<file path="config.mk">
export PLATFORM = sky130hd
export DESIGN_NAME = csr_access_arbiter
export DESIGN_NICKNAME = d
export VERILOG_FILES = /design/src/rtl/csr_pkg.sv /design/src/rtl/rr_arbiter.sv /design/src/rtl/csr_access_arbiter.sv
export SDC_FILE = /design/constraint.sdc
export NUM_CORES = 1
export LEC_CHECK = 0
export ABC_AREA = 1
export CAP_MARGIN = 20
export CORE_ASPECT_RATIO = 0.7
export CORE_UTILIZATION = 32
export DETAILED_ROUTE_END_ITERATION = 7
export PLACE_DENSITY_LB_ADDON = 0.3
export SLEW_MARGIN = 40
export SYNTH_ARGS = -nofsm -noshare
export SYNTH_HDL_FRONTEND = slang
export SYNTH_SLANG_ARGS = --single-unit
</file>
<file path="constraint.sdc">
create_clock -name clk -period 3.6 [get_ports clk]
set_clock_uncertainty 0.1 [all_clocks]
set_input_delay 0.36 -clock clk [delete_from_list [all_inputs] [get_ports clk]]
set_output_delay 0.36 -clock clk [all_outputs]
set_load 0.005 [all_outputs]
</file>
<file path="src/rtl/csr_pkg.sv">
// Shared types and widths for the CSR access arbiter slice.
package csr_pkg;

  localparam int CSR_ADDR_W = 12;
  localparam int CSR_DATA_W = 32;

  // One requester's access as seen by the arbiter.
  typedef struct packed {
    logic                  write;
    logic                  lock;
    logic [CSR_ADDR_W-1:0] addr;
    logic [CSR_DATA_W-1:0] wdata;
  } csr_req_t;

  // Bus lock state: either open arbitration or reserved for one owner.
  typedef enum logic {
    UNLOCKED = 1'b0,
    LOCKED   = 1'b1
  } lock_state_t;

endpackage

</file>
<file path="src/rtl/rr_arbiter.sv">
// Round-robin picker: first requester at or above ptr (wrapping) that is
// both requesting and allowed by mask. Returns one-hot grant and its index.
module rr_arbiter #(
  parameter int NUM_REQ = 2,
  parameter int IDX_W   = $clog2(NUM_REQ)
) (
  input  logic [NUM_REQ-1:0] req,
  input  logic [IDX_W-1:0]   ptr,
  input  logic [NUM_REQ-1:0] mask,
  output logic [NUM_REQ-1:0] gnt,
  output logic [IDX_W-1:0]   gnt_idx,
  output logic               gnt_any
);

  // Scan NUM_REQ slots starting at ptr and take the first eligible one.
  always_comb begin
    gnt     = '0;
    gnt_idx = '0;
    gnt_any = 1'b0;
    for (int i = 0; i < NUM_REQ; i++) begin
      int j;
      logic [IDX_W-1:0] jj;
      j = int'(ptr) + i;
      if (j >= NUM_REQ) j = j - NUM_REQ;
      jj = IDX_W'(j);
      if (!gnt_any && req[jj] && mask[jj]) begin
        gnt_any = 1'b1;
        gnt[jj] = 1'b1;
        gnt_idx = jj;
      end
    end
  end

endmodule

</file>
<file path="src/rtl/csr_access_arbiter.sv">
// Shares one CSR read port and one CSR write port between NUM_REQ
// requesters: round-robin grant, one-hot registered response, optional
// bus lock for read-modify-write sequences, and a lock watchdog.
module csr_access_arbiter
  import csr_pkg::*;
#(
  parameter int NUM_REQ      = 2,
  parameter int LOCK_TIMEOUT = 256
) (
  input  logic                          clk,
  input  logic                          rst_n,
  input  logic [NUM_REQ-1:0]            req_valid,
  input  logic [NUM_REQ-1:0]            req_write,
  input  logic [NUM_REQ-1:0]            req_lock,
  input  logic [NUM_REQ*CSR_ADDR_W-1:0] req_addr,
  input  logic [NUM_REQ*CSR_DATA_W-1:0] req_wdata,
  output logic [NUM_REQ-1:0]            req_ready,
  output logic [NUM_REQ-1:0]            rsp_valid,
  output logic [CSR_DATA_W-1:0]         rsp_rdata,
  output logic                          csr_read,
  output logic [CSR_ADDR_W-1:0]         csr_read_addr,
  input  logic [CSR_DATA_W-1:0]         csr_read_data,
  output logic                          csr_write,
  output logic [CSR_ADDR_W-1:0]         csr_write_addr,
  output logic [CSR_DATA_W-1:0]         csr_write_data,
  output logic                          lock_timeout
);

  localparam int IDX_W = $clog2(NUM_REQ);
  localparam int WD_W  = (LOCK_TIMEOUT > 1) ? $clog2(LOCK_TIMEOUT) : 1;
  localparam int WD_LIMIT = (LOCK_TIMEOUT > 0) ? LOCK_TIMEOUT - 1 : 0;
  localparam logic [31:0] WD_LIMIT_V = WD_LIMIT;
  localparam logic [WD_W-1:0] WD_MAX = WD_LIMIT_V[WD_W-1:0];
  localparam logic [IDX_W-1:0] LAST_IDX = IDX_W'(NUM_REQ - 1);

  csr_req_t          reqs [NUM_REQ];
  csr_req_t          sel;
  logic [NUM_REQ-1:0] gnt;
  logic [IDX_W-1:0]  gnt_idx;
  logic              gnt_any;
  logic [NUM_REQ-1:0] mask;
  logic [NUM_REQ-1:0] owner_oh;
  logic              owner_valid;
  logic              owner_lock;

  lock_state_t       state_q, state_d;
  logic [IDX_W-1:0]  owner_q, owner_d;
  logic [WD_W-1:0]   wd_q, wd_d;
  logic [IDX_W-1:0]  rr_ptr_q;

  logic [NUM_REQ-1:0] rsp_vld_p1;
  logic              rsp_rd_p1;

  // Unpack flat request buses, decode the lock owner and pick the granted request.
  always_comb begin
    sel      = '0;
    owner_oh = '0;
    for (int i = 0; i < NUM_REQ; i++) begin
      reqs[i].write = req_write[i];
      reqs[i].lock  = req_lock[i];
      reqs[i].addr  = req_addr[CSR_ADDR_W*i +: CSR_ADDR_W];
      reqs[i].wdata = req_wdata[CSR_DATA_W*i +: CSR_DATA_W];
      owner_oh[i]   = (owner_q == IDX_W'(i));
      if (gnt[i]) sel = reqs[i];
    end
    owner_valid = |(req_valid & owner_oh);
    owner_lock  = |(req_lock & owner_oh);
    mask        = (state_q == LOCKED) ? owner_oh : '1;
  end

  rr_arbiter #(
    .NUM_REQ (NUM_REQ),
    .IDX_W   (IDX_W)
  ) u_rr (
    .req     (req_valid),
    .ptr     (rr_ptr_q),
    .mask    (mask),
    .gnt     (gnt),
    .gnt_idx (gnt_idx),
    .gnt_any (gnt_any)
  );

  // Drive the CSR ports from the granted request; idle ports read as zero.
  always_comb begin
    req_ready      = gnt;
    csr_read       = gnt_any && !sel.write;
    csr_write      = gnt_any && sel.write;
    csr_read_addr  = csr_read  ? sel.addr  : '0;
    csr_write_addr = csr_write ? sel.addr  : '0;
    csr_write_data = csr_write ? sel.wdata : '0;
    rsp_valid      = rsp_vld_p1;
    rsp_rdata      = rsp_rd_p1 ? csr_read_data : '0;
  end

  // Lock FSM next state and watchdog; timeout pulses in the releasing cycle.
  always_comb begin
    state_d      = state_q;
    owner_d      = owner_q;
    wd_d         = wd_q;
    lock_timeout = 1'b0;
    case (state_q)
      UNLOCKED: begin
        if (gnt_any && sel.lock) begin
          state_d = LOCKED;
          owner_d = gnt_idx;
          wd_d    = '0;
        end
      end
      LOCKED: begin
        if (gnt_any) begin
          wd_d = '0;
          if (!sel.lock) state_d = UNLOCKED;
        end else if (!owner_valid && !owner_lock) begin
          state_d = UNLOCKED;
          wd_d    = '0;
        end else if (LOCK_TIMEOUT != 0) begin
          if (wd_q == WD_MAX) begin
            state_d      = UNLOCKED;
            lock_timeout = 1'b1;
            wd_d         = '0;
          end else begin
            wd_d = wd_q + 1'b1;
          end
        end
      end
      default: state_d = UNLOCKED;
    endcase
  end

  // Control state: lock FSM, watchdog and round-robin pointer.
  always_ff @(posedge clk or negedge rst_n) begin
    if (!rst_n) begin
      state_q  <= UNLOCKED;
      owner_q  <= '0;
      wd_q     <= '0;
      rr_ptr_q <= '0;
    end else begin
      state_q <= state_d;
      owner_q <= owner_d;
      wd_q    <= wd_d;
      if (gnt_any) rr_ptr_q <= (gnt_idx == LAST_IDX) ? '0 : gnt_idx + 1'b1;
    end
  end

  // Response stage: one-hot completion and read/write select, one cycle after grant.
  always_ff @(posedge clk or negedge rst_n) begin
    if (!rst_n) begin
      rsp_vld_p1 <= '0;
      rsp_rd_p1  <= 1'b0;
    end else begin
      rsp_vld_p1 <= gnt;
      rsp_rd_p1  <= csr_read;
    end
  end

endmodule

</file>
After elaboration in Yosys (flattened, before gate mapping):

Index checks and enable logic that the tools add are counted.

* reductions and logical operators: 16
* muxes and demuxes: 43
* equality and inequality tests: 2
* order comparisons: 6
* bitwise gates (word level): 5
* add/subtract/negate cells: 5

Operators with widths (count)
* $mux W46: 2
* $mux W32: 2
* $mux W8: 4
* $mux W1: 26
* $mux W12: 2
* $pmux W8 S2: 1
* $logic_and A1 B1 Y1: 9
* $add A8 B1 Y8 const B: 1
* $eq A8 B8 Y1 const B: 1
* $mux W2: 3
* $and A2 B2 Y2: 2
* $logic_not A1 Y1: 4
* $lt A1 B2 Y1 const B: 2
* $reduce_or A2 Y1: 2
* $add A1 B1 Y2 const B: 1
* $demux W1 S1: 2
* $ge A1 B1 Y1 const B: 2
* $ge A1 B2 Y1 const B: 1
* $ge A2 B2 Y1 const B: 1
* $ne A2 B2 Y1 const B: 1
* $not A1 Y1: 2
* $or A2 B2 Y2: 1
* $pmux W1 S2: 1
* $reduce_and A2 Y1: 1
* other kinds (2): 3

* bits in registers: 14
* output and inout bits: 95
* bits of input ports: 128
* logic and storage cells: 83

Longest topological paths before layout:

Gate-level depths: netlist of run 1.

* depth in word-level cells: 15
* mapped depth: 10
* depth with buffers taken out: 9

By module:

Synthesis of run 1 repeated with hierarchy kept, for this count alone.

* cell total of the unflattened synthesis: 296
* area total of the unflattened synthesis: 1697.9 um2

Modules (own cells, without submodules)
* csr_access_arbiter: area an instance 1654.1 um2, cells an instance 286, sequential area each 350.3 um2, times used 1
* rr_arbiter: area an instance 43.8 um2, cells an instance 10, sequential area each 0.0 um2, times used 1

Worst setup path before layout of run 1:

OpenSTA, ideal clock, no wires.

* path kind: register to output
* start point: register state_q
* end point: output csr_read_addr[1]
* path slack: 1.797 ns
* data required time: 3.140 ns
* cell stages (with the launch flop): 7
* path buffers: 1
* arrival time: 1.343 ns
* cells stage by stage: dfrtp_1 -> a21oi_2 -> nand2_2 -> clkbuf_2 -> o21ai_0 -> inv_1 -> nor2_1

* word-level cells in the longest chain between the ends: 14
* elaborated cells between the ends (all ways): 19
* classes of those cells: 12 x mux; 1 x bitwise; 6 x reduce/logical

Ends and longest elaborated chain
* start, declared: line csr_access_arbiter.sv:46 `lock_state_t state_q, state_d;`
* start signal, assigned: line csr_access_arbiter.sv:138 `state_q <= state_d;`
* $mux W2 *: line csr_access_arbiter.sv:68 `mask = (state_q == LOCKED) ? owner_oh : '1;`
* $mux W1 (implied by the code) (2 in series): line rr_arbiter.sv:26 `if (!gnt_any && req[jj] && mask[jj]) begin`
* $logic_and A1 B1 Y1: line rr_arbiter.sv:26
* $mux W1: line rr_arbiter.sv:26
* $logic_not A1 Y1: line rr_arbiter.sv:26
* $logic_and A1 B1 Y1 (2 in series): line rr_arbiter.sv:26
* $mux W2: line rr_arbiter.sv:26
* $mux W46 (2 in series): line csr_access_arbiter.sv:64 `if (gnt[i]) sel = reqs[i];`
* $logic_not A1 Y1: line csr_access_arbiter.sv:86 `csr_read = gnt_any && !sel.write;`
* $logic_and A1 B1 Y1: line csr_access_arbiter.sv:86
* $mux W12 *: line csr_access_arbiter.sv:88 `csr_read_addr = csr_read ? sel.addr : '0;`
* end, declared: line csr_access_arbiter.sv:21 `output logic [CSR_ADDR_W-1:0] csr_read_addr,`

Every way passes the cells marked *; elsewhere a longest branch is shown, timed or not. The select of a mux whose other input is x is not followed.

Final worst setup path of run 1:

* start point: input req_valid[1]
* end point: output csr_read_addr[11]

* word-level cells in the longest chain between the ends: 13
* elaborated cells between the ends (all ways): 18
* classes of those cells: 11 x mux; 1 x bitwise; 6 x reduce/logical

Ends and longest elaborated chain
* start, declared: line csr_access_arbiter.sv:12 `input logic [NUM_REQ-1:0] req_valid,`
* $mux W1 (implied by the code) (2 in series): line rr_arbiter.sv:26
* $logic_and A1 B1 Y1: line rr_arbiter.sv:26
* $mux W1: line rr_arbiter.sv:26
* $logic_not A1 Y1: line rr_arbiter.sv:26
* $logic_and A1 B1 Y1 (2 in series): line rr_arbiter.sv:26
* $mux W2: line rr_arbiter.sv:26
* $mux W46 (2 in series): line csr_access_arbiter.sv:64
* $logic_not A1 Y1: line csr_access_arbiter.sv:86
* $logic_and A1 B1 Y1: line csr_access_arbiter.sv:86
* $mux W12 *: line csr_access_arbiter.sv:88

Marked as above.

==> results of run 1 <==
-- registers in the layout (all words and copies together), names as in the netlist --
signal     cells
wd_q           8
rsp_rd_p1      1
state_q        1
rr_ptr_q       1
rsp_valid      2
owner_q        1
-- worst max-delay path, delay by kind of cell --
family,cells,cell delay [ns]
AOI/OAI and AO/OA,2,0.32
and+or+nand+nor,3,0.40
buffers and inverters,5,1.63
-- per-layer routing --
layer  wire length, µm  vias up  track usage [%]
met5                 0        -                0
met4               141        0             5.88
met3               634       12             3.90
met1              3450     1387             27.5
li1                  -     1652                -
met2              4460      135             48.2
-- metrics by stage --
step	hold WS (ns)	cell area, µm²
3_3_place_gp	0.387	4380
6_report	0.413	4440
3_5_place_dp	0.415	4380
5_1_grt	0.442	4440
2_1_floorplan	-0.0356	2130
4_1_cts	0.430	4440
-- cells in the final DEF (no fill, tap or decap) --
| cell type | Yosys | routed |
|---|---|---|
| clkdlybuf4s50_1 | 0 | 222 |
| nand2_1 | 209 | 209 |
| inv_1 | 112 | 112 |
| nand3_1 | 23 | 23 |
| nor2_1 | 20 | 20 |
| dfrtp_1 | 14 | 13 |
| o21ai_0 | 9 | 9 |
| o21ai_1 | 6 | 6 |
| inv_2 | 4 | 4 |
| nand3b_1 | 4 | 4 |
| clkbuf_8 | 0 | 4 |
| nand2_2 | 3 | 3 |
| a21oi_4 | 1 | 1 |
| a21oi_2 | 1 | 1 |
| nand3_2 | 1 | 1 |
| o21ai_4 | 1 | 1 |
| o211ai_2 | 1 | 1 |
| nor3_2 | 1 | 1 |
| nor4_1 | 1 | 1 |
| nor2_2 | 1 | 1 |
| a21oi_1 | 1 | 1 |
| nand4_1 | 1 | 1 |
| xnor2_1 | 1 | 1 |
| xor2_1 | 1 | 1 |
| nor3b_1 | 1 | 1 |
| ha_1 | 1 | 1 |
| buf_12 | 0 | 1 |
| buf_4 | 1 | 1 |
| dfrtp_2 | 0 | 1 |
-- kinds of logic after synthesis --
group / after synthesis / synth area share, %
and+or+nand+nor: 265 / 50.3
buffers and inverters: 133 / 25.5
AOI/OAI and AO/OA: 20 / 6.29
DFF: 14 / 16.5
xor gates and xnor gates: 2 / 0.824
adders and majority gates: 1 / 0.588
-- layout make-up --
| class | instances | area (µm²) | share of cell area (%) |
|---|---|---|---|
| tap | 91 | 114 | 2.56 |
| inverter | 116 | 435 | 9.81 |
| clock buffer | 4 | 55.1 | 1.24 |
| sequential | 14 | 352 | 7.92 |
| timing repair buffer | 224 | 2250 | 50.7 |
| multi-input combinational | 288 | 1230 | 27.8 |
-- power breakdown --
part	leakage (nW)	total [mW]	switching, mW	internal, mW
Clock	0.0288	0.153	0.0558	0.0968
Sequential	0.183	0.258	0.0676	0.190
Combinational	2.30	1.20	0.555	0.641
-- how the worst max path moves through the flow --
stage	from	to	slack, ns
after floorplan	state_q$_DFF_PN0_	csr_read_addr[1]	1.80
after global placement	req_valid[1]	csr_read_addr[11]	0.43
after detailed placement	req_valid[1]	csr_read_addr[11]	0.43
after CTS	req_valid[1]	csr_read_addr[11]	0.42
after global routing	req_valid[1]	csr_read_addr[11]	0.24
final	req_valid[1]	csr_read_addr[11]	0.41
==> summary.md, run 1 <==
| Metric | Value |
|---|---|
| Top cell type's share of synthesized area | 36.9% |
| Finished Core Util | 70.1% |
| H-tree depth | 1 |
| Synth area leaders | nand2_1 (37%), inv_1 (20%), dfrtp_1 (16%) |
| Reg2Reg Capture Point | rsp_rd_p1$_DFF_PN0_ |
| Yosys reg bits | 14 |
| Number of flops mapped to enable cells by yosys | 0 |
| First-pass GRT wire length | 13900 µm |
| Critical Path, Cell by Cell | clkdlybuf4s50_1 > inv_1 > a21oi_2 > nand2_2 > inv_2 > nand2_1 > o21ai_0 > inv_1 > nor2_1 > clkdlybuf4s50_1 |
| DP Worst Slack | 0.432 ns |
| Largest net degree at the start of global routing | 37 |
| Initial antenna violation count | 0 |
| Largest stage delay, worst path | 0.51 ns |
| Maximum fanout along the worst path | 36 |
| Tot Pwr | 1.61 mW |
| Worst path required time | 3.14 ns |
| Ant. Diodes | 0 |
| Synth top cells by count | nand2_1 (209), inv_1 (112), nand3_1 (23) |
| CTS Sinks | 14 |
| Leading cell type by number of instances after synthesis | nand2_1 |
| Clock transition at the registers of the reported paths | 0.06 ns |
| Ys async rst share | 100% |
| Synth Flop Type | dfrtp_1 |
| PwrDens | 362 nW/µm² |
| Mapped cell area | 2130 µm² |
| Placed cell count | 733 |
| Min Tclk post-route | 3.19 ns |
| Core Rows | 24 |
| CP Launch Type | primary input |
| GPL Wtd Cong | 0.909 |
| Hold Buf Count CTS | 0 |
| Initial Util | 33.6% |
| RR Startpoint | owner_q$_DFFE_PN0P_ |
| CTS tree | built |
| CP arrival | 2.73 ns |
| Grt ovf | 0 |
| Die area | 6980 µm² |
| Die span in x | 99.4 µm |
| Vias/cell | 4.32 |
| Die height | 70.2 µm |
| Hold Path Class | primary input to async pin |
| Share of cells above drive strength 1 | 3.25% |
| Initial DRC count | 155 |
| DP Wirelength | 7170 µm |
| I/O pin count | 223 |
| Routed Antenna Nets | 0 |
| Vias in the first global route | 2999 |
| Routed WL per cell | 11.8 µm |
| Unrepaired setup endpoints after global routing | no |
| Status | finished clean |
| Syn avg cell area | 4.89 µm² |
| Fin crit share | 88.5% |
| Fin. Hold Viols | 0 |
| Reg2Reg Setup Slack | 1.63 ns |
| Slowest CP cell | clkdlybuf4s50_1 |
| Netlist cell types | 29 |
| Fin nets | 776 |
| Post-CTS sizing | 0 |
| Layout Cells excl Fill | 737 |
| Post-Route WL | 8690 µm |
| Via count | 3186 |
| Leading area contributor after synthesis | nand2_1 |
| Root buf cell | clkbuf_8 |
| Remaining DRCs | 0 |
| # fillers | 559 |
| Reg2Reg Depth | 5 |
| Clk_lat worst skew | 0.24 ns |
| Core Region | 6340 µm² |
| GRT Util Overall | 24.6% |
| CP Capture Type | primary output |
| IO Port Bufs | 222 |
| Leak | 2.51 nW |
| Synthesized Nets | 564 |
| Max-cap check violation count | 0 |
| Register area share after synthesis | 16.5% |
| TNS Setup | 0 ns |
| Synthesis Warnings | 0 |
| # setup viols final | 0 |
| Worst setup margin | 0.413 ns |
| F_max | 314 MHz |
| Area Growth Syn to Fin | 109% |
| Worst slew pin tran | 0.662 ns |
| Max-slew violation count | 0 |
| DRT Pass-1 Iters | 4 |
| Relative slew slack | 55.7% |
| Syn Inst Count | 435 |
| Setup Fix Bufs, Post-CTS | 0 |
| CP Class | primary input to primary output |
| VDD IR max | 0.000245 V |
| CTS buffer count | 3 |
| Maximum clock path buffer count | 2 |
(Power assumes the default switching activity.)
==> run 2, diff against run 1 <==
- GPL_ROUTABILITY_DRIVEN: default -> 0
==> results of run 2 <==
Same layout as run 1: the final DEF is identical, and so are final timing and power.
